`config.mk`:
```
export PLATFORM = sky130hd
export DESIGN_NAME = simplez_mem_arbiter
export DESIGN_NICKNAME = d
export VERILOG_FILES = /design/src/rtl/simplez_mem_arbiter.sv
export SDC_FILE = /design/constraint.sdc
export NUM_CORES = 1
export LEC_CHECK = 0
export ABC_AREA = 1
export BUFFER_PORTS_ARGS = -buffer_cell sky130_fd_sc_hd__buf_4
export CORE_MARGIN = 2
export CORE_UTILIZATION = 42
export CTS_CLUSTER_DIAMETER = 40
export DETAILED_ROUTE_END_ITERATION = 16
export GPL_TIMING_DRIVEN = 0
export PLACE_DENSITY = 0.79
export SYNTH_ARGS = -nofsm -noshare
export SYNTH_HDL_FRONTEND = slang
export SYNTH_SLANG_ARGS = --single-unit
```
`constraint.sdc`:
```
create_clock -name clk -period 1.7 [get_ports clk]
set_clock_uncertainty 0.05 [all_clocks]
set_input_delay 0.34 -clock clk [delete_from_list [all_inputs] [get_ports clk]]
set_output_delay 0.34 -clock clk [all_outputs]
set_load 0.05 [all_outputs]
```
`src/rtl/simplez_mem_arbiter.sv`:
```
// Round-robin arbiter sharing the Simplez single-port synchronous RAM between the
// CPU core (cpu_*) and the serial program loader (ldr_*), one access in flight.
module simplez_mem_arbiter #(
  parameter int AW        = 9,
  parameter int DW        = 12,
  parameter bit CPU_FIRST = 1'b1
) (
  input  logic          clk,
  input  logic          rstn,
  // Handshake (both ports): req rises and stays high until the one-cycle ack pulse;
  // we/addr/wdata are sampled only at grant; rdata is valid only while ack = 1.
  input  logic          cpu_req,
  input  logic          cpu_we,
  input  logic [AW-1:0] cpu_addr,
  input  logic [DW-1:0] cpu_wdata,
  output logic          cpu_ack,
  output logic [DW-1:0] cpu_rdata,
  output logic          cpu_stall,
  input  logic          ldr_req,
  input  logic          ldr_we,
  input  logic [AW-1:0] ldr_addr,
  input  logic [DW-1:0] ldr_wdata,
  output logic          ldr_ack,
  output logic [DW-1:0] ldr_rdata,
  input  logic          ldr_lock,
  output logic [AW-1:0] ram_addr,
  output logic [DW-1:0] ram_din,
  output logic          ram_we,
  input  logic [DW-1:0] ram_dout,
  output logic [1:0]    dbg_state
);

  typedef enum logic [1:0] {
    S_IDLE   = 2'd0,
    S_ACCESS = 2'd1,
    S_READ   = 2'd2,
    S_RESP   = 2'd3
  } state_t;

  state_t        state_q;
  logic          gnt_ldr_q;
  logic          rr_ldr_q;
  logic          we_q;
  logic [AW-1:0] ram_addr_q;
  logic [DW-1:0] ram_din_q;
  logic          ram_we_q;
  logic          cpu_ack_q;
  logic          ldr_ack_q;
  logic [DW-1:0] cpu_rdata_q;
  logic [DW-1:0] ldr_rdata_q;
  logic          cpu_stall_q;

  logic cpu_acked;
  logic ldr_acked;
  logic cpu_elig;
  logic ldr_elig;
  logic arb_valid;
  logic arb_ldr;

  // A port acked in RESP still holds its old req, so it must sit out this arbitration.
  always_comb begin
    cpu_acked = (state_q == S_RESP) && !gnt_ldr_q;
    ldr_acked = (state_q == S_RESP) && gnt_ldr_q;
    cpu_elig  = cpu_req && !cpu_acked && !ldr_lock;
    ldr_elig  = ldr_req && !ldr_acked;
    arb_valid = cpu_elig || ldr_elig;
    arb_ldr   = ldr_elig && (!cpu_elig || !rr_ldr_q);
  end

  always_ff @(posedge clk or negedge rstn) begin
    if (!rstn) begin
      state_q     <= S_IDLE;
      gnt_ldr_q   <= 1'b0;
      rr_ldr_q    <= CPU_FIRST;
      we_q        <= 1'b0;
      ram_addr_q  <= '0;
      ram_din_q   <= '0;
      ram_we_q    <= 1'b0;
      cpu_ack_q   <= 1'b0;
      ldr_ack_q   <= 1'b0;
      cpu_rdata_q <= '0;
      ldr_rdata_q <= '0;
      cpu_stall_q <= 1'b0;
    end else begin
      cpu_stall_q <= ldr_lock;
      cpu_ack_q   <= 1'b0;
      ldr_ack_q   <= 1'b0;
      ram_we_q    <= 1'b0;
      case (state_q)
        S_IDLE, S_RESP: begin
          if (arb_valid) begin
            state_q    <= S_ACCESS;
            gnt_ldr_q  <= arb_ldr;
            rr_ldr_q   <= arb_ldr;
            we_q       <= arb_ldr ? ldr_we    : cpu_we;
            ram_we_q   <= arb_ldr ? ldr_we    : cpu_we;
            ram_addr_q <= arb_ldr ? ldr_addr  : cpu_addr;
            ram_din_q  <= arb_ldr ? ldr_wdata : cpu_wdata;
          end else begin
            state_q <= S_IDLE;
          end
        end
        S_ACCESS: state_q <= S_READ;
        S_READ: begin
          // Writes echo the written word so the result does not depend on RAM read-during-write mode.
          if (gnt_ldr_q) ldr_rdata_q <= we_q ? ram_din_q : ram_dout;
          else           cpu_rdata_q <= we_q ? ram_din_q : ram_dout;
          cpu_ack_q <= !gnt_ldr_q;
          ldr_ack_q <= gnt_ldr_q;
          state_q   <= S_RESP;
        end
        default: state_q <= S_IDLE;
      endcase
    end
  end

  assign cpu_ack   = cpu_ack_q;
  assign ldr_ack   = ldr_ack_q;
  assign cpu_rdata = cpu_rdata_q;
  assign ldr_rdata = ldr_rdata_q;
  assign cpu_stall = cpu_stall_q;
  assign ram_addr  = ram_addr_q;
  assign ram_din   = ram_din_q;
  assign ram_we    = ram_we_q;
  assign dbg_state = state_q;

endmodule

```
==> results of run 1 <==
-- critical path: stages (launching register included) --
cell     delay (ps)
dfrtp_2         430
inv_1            60
ha_1            150
inv_1            70
nor2_2          170
buf_4           230
mux2_2          340
-- cells by family after synthesis --
kind of cell,share of synthesized area
and+or+nand+nor,0.268
buffers and inverters,0.129
DFF,0.510
AOI/OAI and AO/OA,0.0325
muxes,0.0509
adders and majority gates,0.00943
-- state kept, by name, summed over array words and instances, names as in the netlist --
register and flops:
cpu_ack 1, cpu_rdata 12, cpu_stall 1, dbg_state 2, gnt_ldr_q 1, ldr_ack 1, ldr_rdata 12, ram_addr 9
ram_din 12, ram_we 1, rr_ldr_q 1, we_q 1
-- worst paths after layout --
kind                            cells past startpoint      endpoint  slack, ps
worst max register to register                      6  cpu_rdata[4]         80
min in group clk                                    1     cpu_stall        100
worst max-delay path                                6  cpu_rdata[4]         80
max in group asynchronous                           1  dbg_state[1]       1100
worst min-delay path                                1   ram_addr[3]         10
worst min register to register                      2      rr_ldr_q        440
-- layout make-up --
type | count | share of cell area
Multi-Input combinational cell | 199 | 0.259
Clock buffer | 6 | 0.0196
Inverter | 65 | 0.0658
Buffer | 15 | 0.0280
Sequential cell | 54 | 0.366
Clock inverter | 2 | 0.0101
Tap cell | 75 | 0.0253
Timing Repair Buffer | 112 | 0.227
-- layer usage --
| metal | wire length (um) | vias to the layer above | track usage |
|---|---|---|---|
| met5 | 0 | - | 0 |
| met4 | 152 | 0 | 0.0748 |
| met3 | 401 | 11 | 0.0396 |
| met2 | 3340 | 92 | 0.344 |
| met1 | 2930 | 1125 | 0.255 |
| li1 | - | 1241 | - |
-- synth_stat cells --
cell type	n
clkbuf_1	1
o21ai_0	14
buf_6	2
mux2_2	12
nand3_2	1
a21oi_4	1
nand3_1	45
ha_1	2
buf_2	7
dfrtp_1	53
buf_4	5
nor2_1	2
nand2_2	4
inv_2	2
nand2_1	118
dfstp_2	1
inv_1	63
-- repair_timing --
item	in CTS	in global routing
endpoints found under the hold margin	0	0
pin swaps	0	1
endpoints found under the setup margin	9	21
resized for setup	1	5
buffers inserted	0	1
-- through the flow --
| step | power, mW | hold slack, ps | utilization | cells |
|---|---|---|---|---|
| final | 8.49 | 13.8 | 0.615 | 528 |
| after global placement | 7.52 | 364 | 0.594 | 519 |
| after global routing | 9.04 | 67.2 | 0.615 | 528 |
| after floorplan | 6.01 | -5.59 | - | 333 |
| after detailed placement | 7.64 | 375 | 0.594 | 519 |
| after CTS | 8.52 | 36.9 | 0.613 | 527 |
-- power by group --
| part | internal (mW) | total (mW) | switching, mW |
|---|---|---|---|
| Combinational | 1.68 | 5.25 | 3.56 |
| Clock | 0.440 | 0.863 | 0.423 |
| Sequential | 1.94 | 2.38 | 0.438 |
| Total | 4.06 | 8.49 | 4.43 |
==> flow_summary.toml, run 1 <==
[outcome]
status = "finished, final reports clean"

[power]
powerDensity_nw_per_um2 = 2290
p_leak_nw = 2.18
vdd_drop_max_mv = 1.12

[clock_tree]
cts_sinks = 54
hold_buffers = 0
htree_levels = 2
cts-root-buf = "clkbuf_8"
cts_tree = "yes"
path_clk_slew_ps = 100
cts-buffers-inserted = 5
max-clock-path-buffers = 2
clk-insertion-delay-late_ps = 310

[sta]
finalSetupViolCount = 0
final_hold_viol_count = 0
tightestPinTransition_ps = 684
min_period_ps = 1620
clock.fmax_mhz = 619
setup_tns_ps = 0
finalCritPeriodShare = 0.951
setup_ws_ps = 83.9
final-max-slew-violation-count = 0
max_slew_margin = 0.544

[worst_setup_path]
crit_type = "reg2reg"
critPathLaunch = "dbg_state[0]"
r2r-start = "dbg_state[0]"
arrival_ps = 1760
end_kind = "register"
startpoint_type = "register"
crit_fanout = 10
worstPathRequired_ps = 1850

[die]
initial_utilization = 0.440
coreArea_um2 = 6030
dieWidth_um = 83.5
fp.dieH_um = 83.5
ios = 112
rows = 28
die_area_um2 = 6970

[yosys]
synth_fp_nets = 396
ys_warn_count = 0
synth.avg_cell_area_um2 = 7.97
ys_seq_area_frac = 0.510
synthTopCellsByArea = "dfrtp_1, nand2_1, inv_1"
synth_area_leader_cell = "dfrtp_1"
ys_ff_latch = 54
synthCells = 333
synth_top_area_share = 0.500
synth_area_um2 = 2650
ys_types = 17

[placement]
place_ws_ps = -15.9
gp_congestion = 0.825
portBuffers = 111
dp.final_hpwl_mm = 5.22
place_area_um2 = 3580

[layout]
multi_input_area_um2 = 960
fin_area_um2 = 3710
drive_above_1_share = 0.349
n_antenna_cell = 0
nets = 515
syn2layout_area_growth_pct = 39.8
layout_common_cells = "buf_4, nand2_1, inv_1"
layout_commonest_cell = "buf_4"
regArea_um2 = 1360
fill_cells = 564

[global_routing]
grtUsageTotal = 0.202
grt_pass1_wl_mm = 11.5
grt_overflow = 0
grt_pass1_vias = 2478
grt_max_degree = 55
antenna_found_initial = 0

[detailed_routing]
drt_pass1_iterations = 4
routed_wl_mm = 6.82
via_count = 2469
detail_route.vias_per_cell = 4.68
antenna_violating_nets_post_route = 0
route.detailed.drc = 0
wl_per_cell_um = 12.9
drtIter0Drc = 114

[min_path]
hold_class = "in2async"

[flow_run]
cap_violations = 0
Power figures use the tool's default switching activity.
==> run 2, diff against run 1 <==
==> constraint.sdc (replaced) <==
create_clock -name clk -period 1.6 [get_ports clk]
set_clock_uncertainty 0.05 [all_clocks]
set_input_delay 0.32 -clock clk [delete_from_list [all_inputs] [get_ports clk]]
set_output_delay 0.32 -clock clk [all_outputs]
set_load 0.05 [all_outputs]
==> run 2 against run 1 <==
Effect of this change:
- the run now ends with hold timing, setup timing left
- combinational power up 15%
- fmax increased by 0.69%
- clock power decreased by 9.6%
- core utilization is 2.3 points higher
- sequential power is 8% higher
- non-clock buffer count grew 5
- critical path type unchanged
==> flow_summary.toml, run 2 (synthesis results as in run 1) <==
[clock_tree]
clk-insertion-delay-late_ps = 310
cts_tree = "yes"
path_clk_slew_ps = 110
cts_sinks = 54
htree_levels = 2
cts-root-buf = "clkbuf_8"
hold_buffers = 0
max-clock-path-buffers = 2
cts-buffers-inserted = 5

[global_routing]
grt_overflow = 0
grt_pass1_vias = 2499
grt_max_degree = 55
antenna_found_initial = 0
grt_pass1_wl_mm = 11.4
grtUsageTotal = 0.203

[worst_setup_path]
rr_endpoint = "ram_din[4]"
end_kind = "register"
arrival_ps = 1750
cp_top_family = "flip-flops"
reg2reg_depth = 8
path_depth = 8
path_cells = "ha_4, nand2_4, nand2_4, a21oi_4, inv_4, buf_8, nand2_1, nand2_1"
crit_fanout = 10
critPathLaunch = "dbg_state[1]"
r2r_slack_ps = -5
worstPathRequired_ps = 1740
crit_type = "reg2reg"
max_stage_delay_ps = 460
critPathBufInv = 2
startpoint_type = "register"
cp-endpoint = "ram_din[4]"
slowest_stage = "dfrtp_2"
r2r-start = "dbg_state[1]"

[power]
seqPwrFrac = 0.275
vdd_drop_max_mv = 1.25
p_sw_mw = 4.93
p_leak_nw = 2.23
power_frac_clock = 0.083
powerDensity_nw_per_um2 = 2440
p_int_mw = 4.44
switching_share = 0.526
power_mw = 9.37
comb_power_share = 0.642

[die]
rows = 28
dieWidth_um = 83.5
initial_utilization = 0.440
coreArea_um2 = 6030
fp.dieH_um = 83.5
die_area_um2 = 6970
ios = 112

[sta]
hold-worst-slack_ps = -19.4
finalCritPeriodShare = 1.00
finalSetupViolCount = 1
final-max-slew-violation-count = 0
final_hold_viol_count = 12
max_slew_margin = 0.538
min_period_ps = 1600
rsz0062_at_grt = "true"
tightestPinTransition_ps = 693
clock.fmax_mhz = 623
setup_ws_ps = -4.97

[layout]
layout_common_cells = "buf_4, nand2_1, inv_1"
syn2layout_area_growth_pct = 45.0
fin_area_um2 = 3850
fill_cells = 531
nets = 520
n_antenna_cell = 0
layout_commonest_cell = "buf_4"
drive_above_1_share = 0.384
regArea_um2 = 1360
multi_input_area_um2 = 1040

[detailed_routing]
drtIter0Drc = 90
antenna_violating_nets_post_route = 0
detail_route.vias_per_cell = 4.70
wl_per_cell_um = 13.4
m1WireLength_mm = 3.00
top_layer = "met4"
via_count = 2505
route.detailed.drc = 0
routed_wl_mm = 7.12
dr_wl_met2_mm = 3.56
drt_pass1_iterations = 4
wl_met3_um = 391

[outcome]
status = "finished, violations left"
violations = "hold timing, setup timing"

[min_path]
hold_class = "in2async"

[placement]
gp_congestion = 0.809
place_area_um2 = 3590
dp.final_hpwl_mm = 5.20
portBuffers = 111

[flow_run]
cap_violations = 0
-- run 2: changes by cell type in the layout (fill, tap and decap cells not counted), moves of 3 or more --
cell	before	now
nand2_2	4	9
buf_8	0	3
nand2_4	0	4
nand2_1	118	109
-- run 2: how the worst min path moves through the flow --
stage          startpoint           to  slack, ps  depth (start not counted)
3_5_place_dp         rstn  ram_addr[6]        350                          1
6_report             rstn  ram_addr[6]        -20                          1
2_1_floorplan        rstn      cpu_ack        -30                          0
4_1_cts              rstn  ram_addr[6]          8                          1
3_3_place_gp         rstn  ram_addr[3]        340                          1
5_1_grt              rstn  ram_addr[6]         30                          1
-- run 2: power by group through the flow --
stage               registers [mW]  clock network [mW]  logic [mW]
floorplan                     4.59                   0        1.82
global placement              2.53                   0        5.48
detailed placement            2.55                   0        5.60
CTS                           2.53               0.807        5.69
global route                  2.67               0.850        6.40
finish                        2.58               0.780        6.02
-- run 2: layout make-up --
| type | instances | area share |
|---|---|---|
| repair buffers | 117 | 0.233 |
| plain buffers | 15 | 0.0322 |
| well taps | 75 | 0.0244 |
| clock inverters | 3 | 0.00618 |
| inverters | 65 | 0.0641 |
| multi-input cells | 199 | 0.270 |
| flip-flops and latches | 54 | 0.352 |
| clock buffers | 5 | 0.0179 |
-- run 2: what timing repair did --
action	in CTS	in global routing
gates cloned	0	1
endpoints found under the setup margin	19	36
resized for setup	5	22
buffers inserted	3	2
pin swaps	1	7
-- run 2: per-stage QoR --
stage | setup TNS, ps | hold slack, ps | setup WS [ps] | cells | util
final | -4.97 | -19.4 | -4.97 | 533 | 0.638
after global routing | -853 | 34.1 | -61.0 | 533 | 0.638
after CTS | 0 | 7.55 | 40.1 | 530 | 0.617
after detailed placement | -721 | 353 | -62.8 | 519 | 0.596
after global placement | -7.31 | 338 | -7.31 | 519 | 0.596
after floorplan | 0 | -25.6 | 3.50 | 333 | -
-- run 2: per-layer routing --
metal,global-route usage,vias up
met5,0,-
li1,-,1247
met4,0.0792,0
met1,0.253,1146
met2,0.352,99
met3,0.0346,13
